$ cat src/rtl/fft_frame_seq.sv
// fft_frame_seq: frame sequencer around a streaming FFT core.
// Loads FFT_MAX samples into the core, waits for the core's result burst,
// and re-emits the FFT_MAX bins with bin index, last flag and done pulse.
//
// Handshake: an input sample transfers on a rising edge where s_valid and
// s_ready are both 1. s_ready depends only on the FSM state (high in LOAD),
// never on s_valid. The result stream (m_*) has no backpressure: m_valid is
// a one-cycle strobe per bin. The core side (fft_ien in, fft_oen out) is
// strobe-only.
module fft_frame_seq #(
  parameter int STAGE      = 10,
  parameter int REAL_WIDTH = 16,
  parameter int IMGN_WIDTH = 16,
  parameter int TMO_CYC    = 65535
) (
  input  logic                  iclk,
  input  logic                  rst_n,
  input  logic                  start,
  input  logic                  cont,
  input  logic                  abort,
  input  logic                  s_valid,
  output logic                  s_ready,
  input  logic [REAL_WIDTH-1:0] s_real,
  input  logic [IMGN_WIDTH-1:0] s_imag,
  output logic [STAGE-1:0]      fft_iaddr,
  output logic [REAL_WIDTH-1:0] fft_iReal,
  output logic [IMGN_WIDTH-1:0] fft_iImag,
  output logic                  fft_ien,
  input  logic [REAL_WIDTH-1:0] fft_oReal,
  input  logic [IMGN_WIDTH-1:0] fft_oImag,
  input  logic [STAGE-1:0]      fft_oaddr,
  input  logic                  fft_oen,
  output logic                  m_valid,
  output logic [REAL_WIDTH-1:0] m_real,
  output logic [IMGN_WIDTH-1:0] m_imag,
  output logic [STAGE-1:0]      m_bin,
  output logic                  m_last,
  output logic                  busy,
  output logic                  done,
  output logic                  tmo_err,
  output logic [15:0]           frame_cnt,
  output logic [1:0]            dbg_state
);

  localparam int TW = $clog2(TMO_CYC + 1);

  typedef enum logic [1:0] {
    S_IDLE   = 2'd0,
    S_LOAD   = 2'd1,
    S_WAIT   = 2'd2,
    S_UNLOAD = 2'd3
  } state_t;

  state_t                r_state;
  state_t                w_next;

  logic [STAGE-1:0]      r_load_cnt;
  logic [STAGE-1:0]      r_beat_cnt;
  logic [TW-1:0]         r_tmo_cnt;

  logic [STAGE-1:0]      r_iaddr;
  logic [REAL_WIDTH-1:0] r_ireal;
  logic [IMGN_WIDTH-1:0] r_iimag;
  logic                  r_ien;
  logic                  r_mvalid;
  logic [REAL_WIDTH-1:0] r_mreal;
  logic [IMGN_WIDTH-1:0] r_mimag;
  logic [STAGE-1:0]      r_mbin;
  logic                  r_mlast;
  logic                  r_done;
  logic                  r_tmo_err;
  logic [15:0]           r_frame_cnt;

  logic                  w_in_wu;
  logic                  w_accept;
  logic                  w_beat;
  logic                  w_last_load;
  logic                  w_last_beat;
  logic                  w_tmo;

  // The done cycle (UNLOAD with r_done) is a one-cycle epilogue: further
  // oen beats are ignored and the timeout cannot fire while leaving.
  assign w_in_wu     = (r_state == S_WAIT) || (r_state == S_UNLOAD);
  assign w_accept    = s_valid && (r_state == S_LOAD);
  assign w_beat      = fft_oen && ((r_state == S_WAIT) ||
                                   ((r_state == S_UNLOAD) && !r_done));
  assign w_last_load = w_accept && (r_load_cnt == {STAGE{1'b1}});
  assign w_last_beat = w_beat && (r_beat_cnt == {STAGE{1'b1}});
  assign w_tmo       = w_in_wu && !r_done && !fft_oen &&
                       (r_tmo_cnt == TW'(TMO_CYC - 1));

  // State register.
  always_ff @(posedge iclk) begin
    if (!rst_n) r_state <= S_IDLE;
    else        r_state <= w_next;
  end

  // Next-state decode plus state-derived outputs; abort overrides everything.
  always_comb begin
    w_next  = r_state;
    s_ready = 1'b0;
    busy    = 1'b1;
    case (r_state)
      S_IDLE: begin
        busy = 1'b0;
        if (start) w_next = S_LOAD;
      end
      S_LOAD: begin
        s_ready = 1'b1;
        if (w_last_load) w_next = S_WAIT;
      end
      S_WAIT: begin
        if (w_tmo)       w_next = S_IDLE;
        else if (w_beat) w_next = S_UNLOAD;
      end
      S_UNLOAD: begin
        if (r_done)     w_next = cont ? S_LOAD : S_IDLE;
        else if (w_tmo) w_next = S_IDLE;
      end
      default: w_next = S_IDLE;
    endcase
    if (abort) w_next = S_IDLE;
  end

  // Datapath: sample/bin registers, frame counters, timeout and status flags.
  always_ff @(posedge iclk) begin
    if (!rst_n) begin
      r_load_cnt  <= '0;
      r_beat_cnt  <= '0;
      r_tmo_cnt   <= '0;
      r_iaddr     <= '0;
      r_ireal     <= '0;
      r_iimag     <= '0;
      r_ien       <= 1'b0;
      r_mvalid    <= 1'b0;
      r_mreal     <= '0;
      r_mimag     <= '0;
      r_mbin      <= '0;
      r_mlast     <= 1'b0;
      r_done      <= 1'b0;
      r_tmo_err   <= 1'b0;
      r_frame_cnt <= '0;
    end else begin
      r_ien    <= 1'b0;
      r_mvalid <= 1'b0;
      r_mlast  <= 1'b0;
      r_done   <= 1'b0;
      if (abort) begin
        r_load_cnt <= '0;
        r_beat_cnt <= '0;
        r_tmo_cnt  <= '0;
      end else begin
        if (w_accept) begin
          r_ien      <= 1'b1;
          r_iaddr    <= r_load_cnt;
          r_ireal    <= s_real;
          r_iimag    <= s_imag;
          r_load_cnt <= r_load_cnt + STAGE'(1);
        end
        if (w_beat) begin
          r_mvalid   <= 1'b1;
          r_mreal    <= fft_oReal;
          r_mimag    <= fft_oImag;
          r_mbin     <= fft_oaddr;
          r_beat_cnt <= r_beat_cnt + STAGE'(1);
          if (w_last_beat) begin
            r_mlast     <= 1'b1;
            r_done      <= 1'b1;
            r_frame_cnt <= r_frame_cnt + 16'd1;
          end
        end
        // Idle cycles between core beats; cleared outside WAIT/UNLOAD so
        // that every WAIT entry starts from zero.
        if (w_tmo || !w_in_wu || fft_oen || r_done) r_tmo_cnt <= '0;
        else                                        r_tmo_cnt <= r_tmo_cnt + TW'(1);
        if (w_tmo) begin
          r_tmo_err  <= 1'b1;
          r_beat_cnt <= '0;
          r_load_cnt <= '0;
        end else if ((r_state == S_IDLE) && start) begin
          r_tmo_err <= 1'b0;
        end
      end
    end
  end

  assign fft_iaddr = r_iaddr;
  assign fft_iReal = r_ireal;
  assign fft_iImag = r_iimag;
  assign fft_ien   = r_ien;
  assign m_valid   = r_mvalid;
  assign m_real    = r_mreal;
  assign m_imag    = r_mimag;
  assign m_bin     = r_mbin;
  assign m_last    = r_mlast;
  assign done      = r_done;
  assign tmo_err   = r_tmo_err;
  assign frame_cnt = r_frame_cnt;
  assign dbg_state = r_state;

endmodule

$ cat config.mk
export PLATFORM = sky130hd
export DESIGN_NAME = fft_frame_seq
export DESIGN_NICKNAME = d
export VERILOG_FILES = /design/src/rtl/fft_frame_seq.sv
export SDC_FILE = /design/constraint.sdc
export NUM_CORES = 1
export LEC_CHECK = 0
export ABC_AREA = 1
export ABC_CLOCK_PERIOD_IN_PS = 1650
export BUFFER_PORTS_ARGS = -buffer_cell sky130_fd_sc_hd__buf_2
export CAP_MARGIN = 20
export CORE_UTILIZATION = 30
export DETAILED_ROUTE_END_ITERATION = 10
export GPL_ROUTABILITY_DRIVEN = 0
export PLACE_DENSITY_LB_ADDON = 0.12
export REMOVE_ABC_BUFFERS = 1
export SETUP_SLACK_MARGIN = 0.2
export SYNTH_ARGS = -nofsm -noshare
export SYNTH_HDL_FRONTEND = slang
export SYNTH_SLANG_ARGS = --single-unit
$ cat constraint.sdc
create_clock -name iclk -period 1.65 [get_ports iclk]
set_clock_uncertainty 0.05 [all_clocks]
set_input_delay 0.0825 -clock iclk [delete_from_list [all_inputs] [get_ports iclk]]
set_output_delay 0.0825 -clock iclk [all_outputs]
set_load 0.05 [all_outputs]
Word level (Yosys, flattened, before mapping)
Index checks and enable logic that the tools add are counted.
{ "totals": {"rom_bits": 0, "mem_bits_rw": 0, "latch_bits": 0, "memories": 0, "elab_cells": 75, "register_bits": 142, "in_bits": 81, "out_inout_bits": 109} }
{ "op_classes": {"mux": 15, "shifts": 0, "multipliers": 0, "order_cmp": 0, "n_bitwise": 3, "n_reduce_logical": 28, "n_eq_ne": 10, "div_mod_pow": 0, "n_addsub": 4} }
{ "op_table": {"columns": ["operator", "n"], "rows": [
  ["$add 16x1->16 const B", 2],
  ["$add 10x1->10 const B", 2],
  ["$eq 10x10->1 const B", 2],
  ["$eq 16x16->1 const B", 1],
  ["$mux 2", 6],
  ["$logic_and 1x1->1", 9],
  ["$reduce_or 3->1", 3],
  ["$mux 1", 8],
  ["$pmux 2 s4", 1],
  ["$ne 3x3->1 const B", 2],
  ["$reduce_and 2->1", 3],
  ["$logic_or 1x1->1", 5],
  ["$eq 2x2->1 const B", 2],
  ["$ne 2x2->1 const B", 2],
  ["$reduce_and 4->1", 1],
  ["$logic_not 1->1", 3],
  ["$not 1->1", 3],
  ["$reduce_and 3->1", 1],
  ["$eq 2x1->1 const B", 1],
  ["$logic_not 2->1", 1],
  ["$reduce_bool 2->1", 1],
  ["$reduce_or 2->1", 1]
]} }

Longest topological paths before layout
Gate-level depths: netlist of run 1.
{ "depth": {"word_depth": 9, "ltp_mapped": 11, "depth_no_buf": 11} }

Worst setup path after synthesis of run 1
OpenSTA, ideal clock, no wires.
{ "synth_path": {"path_type": "register to register", "from": "reg r_state[0], in the netlist dbg_state[0]", "to": "reg r_load_cnt[9]", "path_buffers": 0, "required_time_ns": 1.484, "t_arrival_ns": 1.671, "stages_incl_launch_ff": 10, "path_slack_ns": -0.187, "cell_sequence": "dfxtp_1 -> nand3_4 -> nor2_4 -> nand2_1 -> nor2_1 -> nand2_1 -> nor2_1 -> inv_1 -> o21ai_0 -> nor2_1"} }
{ "synth_via": {"elab_chain_cells": 6} }
{ "synth_lines": {"columns": ["item", "line", "source"], "rows": [
  ["start, declared", "54", "state_t r_state;"],
  ["start signal, assigned", "95", "else r_state <= w_next;"],
  ["$eq 2x2->1", "83", "assign w_in_wu = (r_state == S_WAIT) || (r_state == S_UNLOAD);"],
  ["$logic_or 1x1->1", "83", null],
  ["$logic_and 1x1->1 (3 in a row)", "89", "assign w_tmo = w_in_wu && !r_done && !fft_oen &&"],
  ["$reduce_or 3->1 (no source line)", null, null],
  ["end signal, assigned", "158", "r_load_cnt <= r_load_cnt + STAGE'(1);"],
  ["end, declared", "57", "logic [STAGE-1:0] r_load_cnt;"]
]} }
Parallel ways exist; a longest one is shown, timed or not.
A chain may end at the register's enable or synchronous reset.

Worst setup path in the final report of run 1
{ "layout_path": {"from": "reg r_beat_cnt[4]", "to": "reg r_frame_cnt[14], in the netlist frame_cnt[14]"} }
{ "layout_via": {"elab_chain_cells": 3} }
{ "layout_lines": {"columns": ["item", "line", "source"], "rows": [
  ["start, declared", "58", "logic [STAGE-1:0] r_beat_cnt;"],
  ["start signal, assigned", "165", "r_beat_cnt <= r_beat_cnt + STAGE'(1);"],
  ["$eq 10x10->1", "88", "assign w_last_beat = w_beat && (r_beat_cnt == {STAGE{1'b1}});"],
  ["$logic_and 1x1->1", "88", null],
  ["$reduce_and 3->1 (no source line)", null, null],
  ["end signal, assigned", "169", "r_frame_cnt <= r_frame_cnt + 16'd1;"],
  ["end, declared", "72", "logic [15:0] r_frame_cnt;"]
]} }
Every way passes these cells.

==> results_dict.tcl, run 1 <==
set metrics [dict create \
    outcome "finished clean" \
    globalRoute.totalOverflow 0 \
    io_buffers 189 \
    drive_gt1_share_pct 43.9 \
    cp_num_cells 8 \
    setup_violations 0 \
    synth_seq_area_share_pct 49.0 \
    multi_input_area_um2 3310 \
    end_kind "flop" \
    arrival_ps 1860 \
    root_buffer "clkbuf_16" \
    synth_top_area_cell "dfxtp_1" \
    avgSynthCellArea_um2 7.37 \
    synth.distinct_cells 30 \
    cts_tree "yes" \
    fp.dieH_um 141 \
    slew_violations 0 \
    drc_errors 0 \
    yosys_warnings 0 \
    fin_crit_ps 1560 \
    syn_to_final_growth_pct 75.8 \
    fin_ws_ps 90.6 \
    ys.flop_type "dfxtp_1" \
    ir_drop_uv 739 \
    critPathSlowestCell "dfxtp_2" \
    rsz0062_at_grt "true" \
    drtAntennaViolNets 0 \
    antenna_cells 0 \
    via_per_inst 4.45 \
    ff2ff_path_depth 8 \
    pin_count 190 \
    grt_use_total_pct 17.7 \
    synthTopCellsByCount "nor2_1 (216), dfxtp_1 (142), nand2_1 (106), o21ai_0 (95), inv_1 (58)" \
    num_vias 6259 \
    dpl_worst_slack_ps 28.4 \
    grt_pass1_wl_um 28300 \
    start_util_pct 30.8 \
    clk_pin_slew_worst_paths_ps 60 \
    cp_max_fo 4 \
    clock_path_buffers 2 \
    powerDensity_nw_per_um2 845 \
    hold_viol_final 0 \
    grt_pass1_vias 5966 \
    die_x_um 141 \
    cts_buffers 17 \
    hpwl_um 10600 \
    synth.top_cell.area_share_pct 49.0 \
    r2r-end "frame_cnt[14]$_SDFFE_PN0P_" \
    dr.first_iter.drc_count 181 \
    cp_common_cell "nor3_4" \
    min_path_type "in -> reg" \
    numClockSinks 142 \
    netlist_instances 788 \
    critPathBufInv 2 \
    cp_cell_sequence "nand2_2, nor3_4, nand3b_4, nor3_4, buf_6, clkbuf_16, nand2_1, a21oi_1" \
    final.fill_count 1734 \
    wl_um 19300 \
    relSlewSlack_pct 67.7 \
    grt_max_degree 91 \
    antenna_found_initial 1 \
    maxCapViolations 0 \
    p_leak_nw 4.64 \
    synth-seq-cells 142 \
    fin_crit_sh_pct 94.5 \
    fmax_mhz 641 \
    cpPeakStageDelay_ps 330 \
    setup_tns_ps 0 \
    drt_first_pass_iters 4 \
    synth_area_um2 5800 \
    startpoint "r_beat_cnt[4]$_SDFFE_PP0P_" \
    ys_async_sr_fraction_pct 0 \
    rows 50 \
    crit_required_ps 1950 \
    htree_levels 4 \
    start_kind "flop" \
    fin_nets 1220 \
    core_um2 18800 \
    clk_latency_ps 420 \
    crit_family "simple AND/OR/NAND/NOR gates" \
    seq_area_um2 2890 \
    rrSetupSlack_ps 90 \
    hold_ws_ps 36.5 \
    dieArea_um2 19900 \
    critPathCapture "frame_cnt[14]$_SDFFE_PN0P_" \
    wl_per_cell_um 13.7 \
    worst_slew_pin_slew_ps 485 \
    r2r_start "r_beat_cnt[4]$_SDFFE_PP0P_" \
    yosysMostFrequentCell "nor2_1" \
    crit_type "reg -> reg" \
    synth_edf_count 0 \
    yosys-top-cells-area "dfxtp_1 (49%), nor2_1 (14%), o21ai_0 (8.2%), nand2_1 (6.9%), inv_1 (3.8%)" \
]
[cell type report]
cell class,instances,share of cell area [%]
timing repair inverter,1,0.0490
clock buffer,18,4.21
timing repair buffer,356,27.5
tap,260,3.19
sequential,142,28.3
multi-input combinational,554,32.4
clock inverter,14,1.79
inverter,62,2.53
[stage by stage]
stage	util, %	instances	instance area, um^2	power, W
2_1_floorplan	-	758	5670	0.00405
3_3_place_gp	38.5	1241	7240	0.00434
3_5_place_dp	38.5	1241	7240	0.00434
4_1_cts	47.2	1363	8890	0.00854
5_1_grt	54.2	1407	10200	0.00894
6_report	54.2	1407	10200	0.00862
[metal layers]
metal | GRT usage, % | share of wire, % | vias up
met4 | 4.81 | 1.7 | 2
met5 | 0 | 0.052 | -
met3 | 5.64 | 6.1 | 19
met1 | 21.7 | 44 | 2855
met2 | 29.6 | 48 | 157
li1 | - | - | 3226
[flip-flops by register name (all words and copies together), names as in the netlist, 16 cells and up]
name / count
m_real: 16
fft_iImag: 16
fft_iReal: 16
r_tmo_cnt: 16
m_imag: 16
frame_cnt: 16
[cell families (layout without fill, tap and decap cells)]
| kind of cell | count (synthesis) | after routing | synth area share, % |
|---|---|---|---|
| flops | 142 | 142 | 49.0 |
| xor+xnor | 17 | 17 | 2.57 |
| buf+inv | 92 | 451 | 6.38 |
| simple gates | 396 | 396 | 29.1 |
| compound gates | 136 | 136 | 11.9 |
| fa+ha+maj | 5 | 5 | 1.08 |
[cells in the final DEF, fill, tap and decap left out, drive strengths merged]
| cell | netlist | routed |
|---|---|---|
| xnor2 | 5 | 5 |
| nand2 | 108 | 108 |
| a21oi | 36 | 36 |
| or2 | 3 | 3 |
| nand4 | 4 | 4 |
| dfxtp | 142 | 142 |
| nor2 | 225 | 225 |
| dlygate4sd3 | 0 | 76 |
| o21ai | 96 | 96 |
| nand3 | 30 | 30 |
| inv | 62 | 66 |
| buf | 12 | 271 |
| a31oi | 2 | 2 |
| ha | 5 | 5 |
| clkinv | 0 | 6 |
| o21a | 2 | 2 |
| xor2 | 12 | 12 |
| clkbuf | 18 | 27 |
| nor3 | 21 | 21 |
| clkinvlp | 0 | 2 |
| nor3b | 1 | 1 |
| nand3b | 4 | 4 |
| bufinv | 0 | 3 |
[how the worst min path moves through the flow]
stage | start | to | slack (ps) | depth (start not counted)
floorplan | rst_n | frame_cnt[3]$_SDFFE_PN0P_ | 160 | 2
global placement | fft_oImag[1] | m_imag[1]$_SDFFE_PN0P_ | 250 | 3
detailed placement | s_imag[7] | fft_iImag[7]$_SDFFE_PN0P_ | 260 | 3
CTS | s_valid | fft_ien$_SDFF_PP0_ | 6 | 3
global route | cont | dbg_state[0]$_SDFFE_PP0P_ | 50 | 5
finish | cont | dbg_state[0]$_SDFFE_PP0P_ | 40 | 5
[worst min-delay path, stage by stage]
cell and delay (ps):
buf_2 80, nand4_1 90, nand3_1 90, nor2_1 40, nor2_1 80
[repair_timing]
| action | 4_1_cts | 5_1_grt |
|---|---|---|
| buffers inserted | 14 | 29 |
| resized for setup | 59 | 253 |
| setup endpoints to repair | 112 | 134 |
| hold endpoints to repair | 76 | 0 |
| gates cloned | 0 | 15 |
| pin swaps | 18 | 77 |
| hold buffers | 76 | 0 |
[power breakdown]
group	switching (W)	internal (W)	leakage [nW]	total [W]
Combinational	0.000626	0.000439	3.18	0.00106
Clock	0.00161	0.00241	0.294	0.00402
Sequential	0.0000475	0.00349	1.16	0.00354
Total	0.00228	0.00634	4.64	0.00862
Power figures use the tool's default switching activity.
==> run 2, diff against run 1 <==
CTS_BUF_LIST = sky130_fd_sc_hd__clkbuf_4   (was not set)
==> run 2 against run 1 <==
Compared with the run above:
- clock power fell by 38%
- core utilization fell by 3.9 points
- largest cell class unchanged
- final cell count fell by 0.64%
- register-to-register slack barely moved
- die area did not move
- sequential power barely moved
==> results_dict.tcl, run 2 (synthesis results as in run 1) <==
set metrics [dict create \
    grt_use_total_pct 17.7 \
    root_buffer "clkbuf_4" \
    end_kind "flop" \
    holdCritStartpoint "abort" \
    p_leak_nw 4.29 \
    die_x_um 141 \
    cts_buffers 17 \
    clk_latency_ps 530 \
    arrival_ps 1980 \
    hold_viol_final 0 \
    drt_first_pass_iters 4 \
    whs_path_depth 4 \
    start_kind "flop" \
    core_um2 18800 \
    r2r_start "dbg_state[0]$_SDFFE_PP0P_" \
    fmax_mhz 637 \
    clock_path_buffers 2 \
    final_cell_mix "buf_2 (176), nor2_1 (167), dfxtp_1 (123)" \
    globalRoute.totalOverflow 0 \
    dieArea_um2 19900 \
    clk_pin_slew_worst_paths_ps 130 \
    cts_tree "yes" \
    fin_crit_ps 1570 \
    via_per_inst 4.40 \
    fp.dieH_um 141 \
    dpl_worst_slack_ps 28.4 \
    ff2ff_path_depth 8 \
    drc_errors 0 \
    fin_nets 1210 \
    min_to "m_valid$_SDFF_PP0_" \
    dr.first_iter.drc_count 199 \
    hpwl_um 10600 \
    numClockSinks 142 \
    syn_to_final_growth_pct 63.1 \
    powerDensity_nw_per_um2 743 \
    grt_max_degree 91 \
    fin_crit_sh_pct 95.1 \
    relSlewSlack_pct 76.5 \
    drtAntennaViolNets 0 \
    rows 50 \
    crit_required_ps 2060 \
    mostFrequentLayoutCell "buf_2" \
    grt_pass1_wl_um 28300 \
    drive_gt1_share_pct 38.8 \
    slew_violations 0 \
    crit_type "reg -> reg" \
    grt_pass1_vias 5996 \
    r2r-end "fft_iReal[3]$_SDFFE_PN0P_" \
    setup_tns_ps 0 \
    fin_ws_ps 80.5 \
    cp_max_fo 17 \
    rrSetupSlack_ps 80 \
    maxCapViolations 0 \
    pin_count 190 \
    wl_per_cell_um 13.1 \
    outcome "finished clean" \
    num_vias 6147 \
    min_path_type "in -> reg" \
    setup_violations 0 \
    io_buffers 189 \
    rsz0062_at_grt "true" \
    worst_slew_pin_slew_ps 353 \
    htree_levels 4 \
    wl_um 18300 \
    start_util_pct 30.8 \
    ir_drop_uv 714 \
    antenna_found_initial 1 \
]
## run 2: how the worst max path moves through the flow
stage / from / end / slack, ps / depth (start not counted)
floorplan: done$_SDFF_PP0_ / frame_cnt[3]$_SDFFE_PN0P_ / -740 / 11
global placement: r_load_cnt[1]$_SDFFE_PP0P_ / dbg_state[0]$_SDFFE_PP0P_ / 20 / 8
detailed placement: dbg_state[1]$_SDFFE_PP0P_ / r_load_cnt[9]$_SDFFE_PP0P_ / 30 / 10
CTS: dbg_state[0]$_SDFFE_PP0P_ / r_load_cnt[9]$_SDFFE_PP0P_ / 100 / 10
global route: dbg_state[0]$_SDFFE_PP0P_ / fft_iReal[14]$_SDFFE_PN0P_ / 5 / 9
finish: dbg_state[0]$_SDFFE_PP0P_ / fft_iReal[3]$_SDFFE_PN0P_ / 80 / 8
## run 2: routing by layer
layer	global-route usage, %	vias up	routed length [um]
met5	0	-	0
met4	4.98	0	193
met3	5.20	14	914
met2	29.7	141	8600
met1	21.8	2792	8590
li1	-	3200	-
## run 2: area by class of cell
| class | instances | area [um^2] |
|---|---|---|
| Timing Repair inverter | 1 | 5.00 |
| Tap cell | 260 | 325 |
| Clock buffer | 18 | 135 |
| Timing Repair Buffer | 346 | 2660 |
| Multi-Input combinational cell | 554 | 3020 |
| Inverter | 62 | 253 |
| Sequential cell | 142 | 2880 |
| Antenna cell | 1 | 2.50 |
| Clock inverter | 14 | 183 |
| Fill cell | 1854 | 9370 |
## run 2: critical path: stages, from the launching register on
cell and delay, ps:
dfxtp_2 370, buf_4 120, nand3_4 130, buf_6 160
nor2_4 110, buf_12 160, buf_12 150, o21ai_0 110
nor2_1 140
## run 2: report_power, final
part | leakage, nW | switching [W] | internal [W]
sequential | 1.16 | 0.0000378 | 0.00350
combinational | 2.97 | 0.000602 | 0.000404
clock | 0.166 | 0.00139 | 0.00110
total | 4.29 | 0.00203 | 0.00500
## run 2: through the flow
step           power [W]  instances  cell area [um^2]  hold WS (ps)  utilization, %
2_1_floorplan    0.00405        758              5670           155               -
3_3_place_gp     0.00434       1241              7240           254            38.5
3_5_place_dp     0.00434       1241              7240           261            38.5
4_1_cts          0.00705       1370              8690          2.29            46.2
5_1_grt          0.00736       1398              9460          38.3            50.3
6_report         0.00703       1398              9460          71.7            50.3
## run 2: what timing repair did
action / CTS / global route
hold buffers: 80 / 0
pin swaps: 21 / 29
endpoints found under the setup margin: 128 / 148
cloned: 0 / 10
endpoints found under the hold margin: 99 / 0
buffers inserted: 17 / 17
resized for setup: 69 / 130
==> run 3, diff against run 2 <==
SETUP_SLACK_MARGIN = 0.1   (was 0.2)
==> run 3 against run 2 <==
Compared with the run above:
- wire length fell by 6.3%
- critical path depth rose by 1
- fmax rose by 1.1%
- global-route usage fell by 0.26 points
- critical endpoint is now dbg_state[0]$_SDFFE_PP0P_
==> results_dict.tcl, run 3 (synthesis results as in run 1) <==
set metrics [dict create \
    core_um2 18800 \
    cp_max_fo 6 \
    clk_pin_slew_worst_paths_ps 130 \
    cts_tree "yes" \
    grt_pass1_vias 5893 \
    start_kind "flop" \
    wl_per_cell_um 12.4 \
    maxCapViolations 0 \
    p_leak_nw 4.34 \
    root_buffer "clkbuf_4" \
    num_vias 6034 \
    dr.first_iter.drc_count 218 \
    drt_first_pass_iters 4 \
    via_per_inst 4.35 \
    rsz0062_at_grt "true" \
    pin_count 190 \
    cpPeakStageDelay_ps 390 \
    powerDensity_nw_per_um2 763 \
    clk_latency_ps 530 \
    fin_crit_sh_pct 94.1 \
    outcome "finished clean" \
    end_kind "flop" \
    setup_violations 0 \
    min_path_type "in -> reg" \
    startpoint "dbg_state[1]$_SDFFE_PP0P_" \
    crit_type "reg -> reg" \
    drive_gt1_share_pct 36.1 \
    setup_tns_ps 0 \
    arrival_ps 1940 \
    start_util_pct 30.8 \
    grt_pass1_wl_um 27900 \
    final.fill_count 1868 \
    relSlewSlack_pct 75.0 \
    clock_path_buffers 2 \
    r2r_start "dbg_state[1]$_SDFFE_PP0P_" \
    crit_required_ps 2040 \
    fin_crit_ps 1550 \
    die_x_um 141 \
    cp_cell_sequence "inv_2, nand3_4, buf_6, nor2_4, nand3b_1, a21oi_2, nand3_1, nor2_1, nor2_1" \
    drtAntennaViolNets 0 \
    dieArea_um2 19900 \
    slew_violations 0 \
    hold_viol_final 0 \
    holdCritStartpoint "abort" \
    dpl_worst_slack_ps 28.4 \
    worst_slew_pin_slew_ps 372 \
    syn_to_final_growth_pct 57.9 \
    ir_drop_uv 704 \
    fin_ws_ps 97.8 \
    cp_common_cell "nor2_1" \
    critPathSlowestCell "dfxtp_4" \
    mostFrequentLayoutCell "nor2_1" \
    numClockSinks 142 \
    grt_max_degree 91 \
    htree_levels 4 \
    grt_use_total_pct 17.4 \
    fp.dieH_um 141 \
    fmax_mhz 644 \
    wl_um 17100 \
    hold_ws_ps 76.3 \
    fin_nets 1200 \
    hpwl_um 10600 \
    final_cell_mix "nor2_1 (203), buf_2 (187), dfxtp_1 (121)" \
    rows 50 \
    cts_buffers 17 \
    globalRoute.totalOverflow 0 \
    drc_errors 0 \
    antenna_found_initial 1 \
    io_buffers 189 \
]
run 3: through the flow:
step                      instances  area (um^2)  total power, W  utilization, %
after floorplan                 758         5670         0.00405               -
after global placement         1241         7240         0.00434            38.5
after detailed placement       1241         7240         0.00434            38.5
after CTS                      1360         8460         0.00703            44.9
after global routing           1388         9170         0.00734            48.7
final                          1388         9170         0.00699            48.7
run 3: final timing paths:
kind,depth (start not counted),end,slack (ps)
max,9,dbg_state[0]$_SDFFE_PP0P_,100
min,4,tmo_err$_SDFFE_PN0P_,80
max reg2reg,9,dbg_state[0]$_SDFFE_PP0P_,100
min reg2reg,1,r_tmo_cnt[0]$_SDFF_PP0_,400
run 3: critical path: cells and delay by family (launching register included):
family                 cells  cell delay (ps)
AOI/OAI and AO/OA          1              190
buffers and inverters      2              250
DFF                        1              390
and+or+nand+nor            6              600
run 3: power by group:
| group | internal (W) | switching, W | total (W) |
|---|---|---|---|
| sequential | 0.00350 | 0.0000371 | 0.00354 |
| clock | 0.00110 | 0.00138 | 0.00248 |
| combinational | 0.000391 | 0.000583 | 0.000974 |
run 3: layout make-up:
class | count | area, um^2 | area share [%]
Antenna cell | 1 | 2.50 | 0.0273
Clock buffer | 18 | 135 | 1.47
Clock inverter | 14 | 183 | 1.99
Inverter | 62 | 243 | 2.65
Multi-Input combinational cell | 555 | 2980 | 32.5
Sequential cell | 142 | 2880 | 31.4
Tap cell | 260 | 325 | 3.55
Timing Repair Buffer | 336 | 2420 | 26.4
run 3: timing repair:
action | CTS | global route
hold buffers | 80 | 0
gates resized for setup | 21 | 132
cloned | 0 | 3
endpoints found under the hold margin | 98 | 0
buffers inserted | 7 | 24
pin swaps | 6 | 38
setup endpoints to repair | 24 | 114
run 3: routing by layer:
metal,GRT usage [%],part of all wire [%],vias up
met3,5.26,5.3,15
met1,21.6,46,2713
met5,0,0,-
li1,-,-,3167
met4,5.66,1.5,0
met2,28.7,47,139
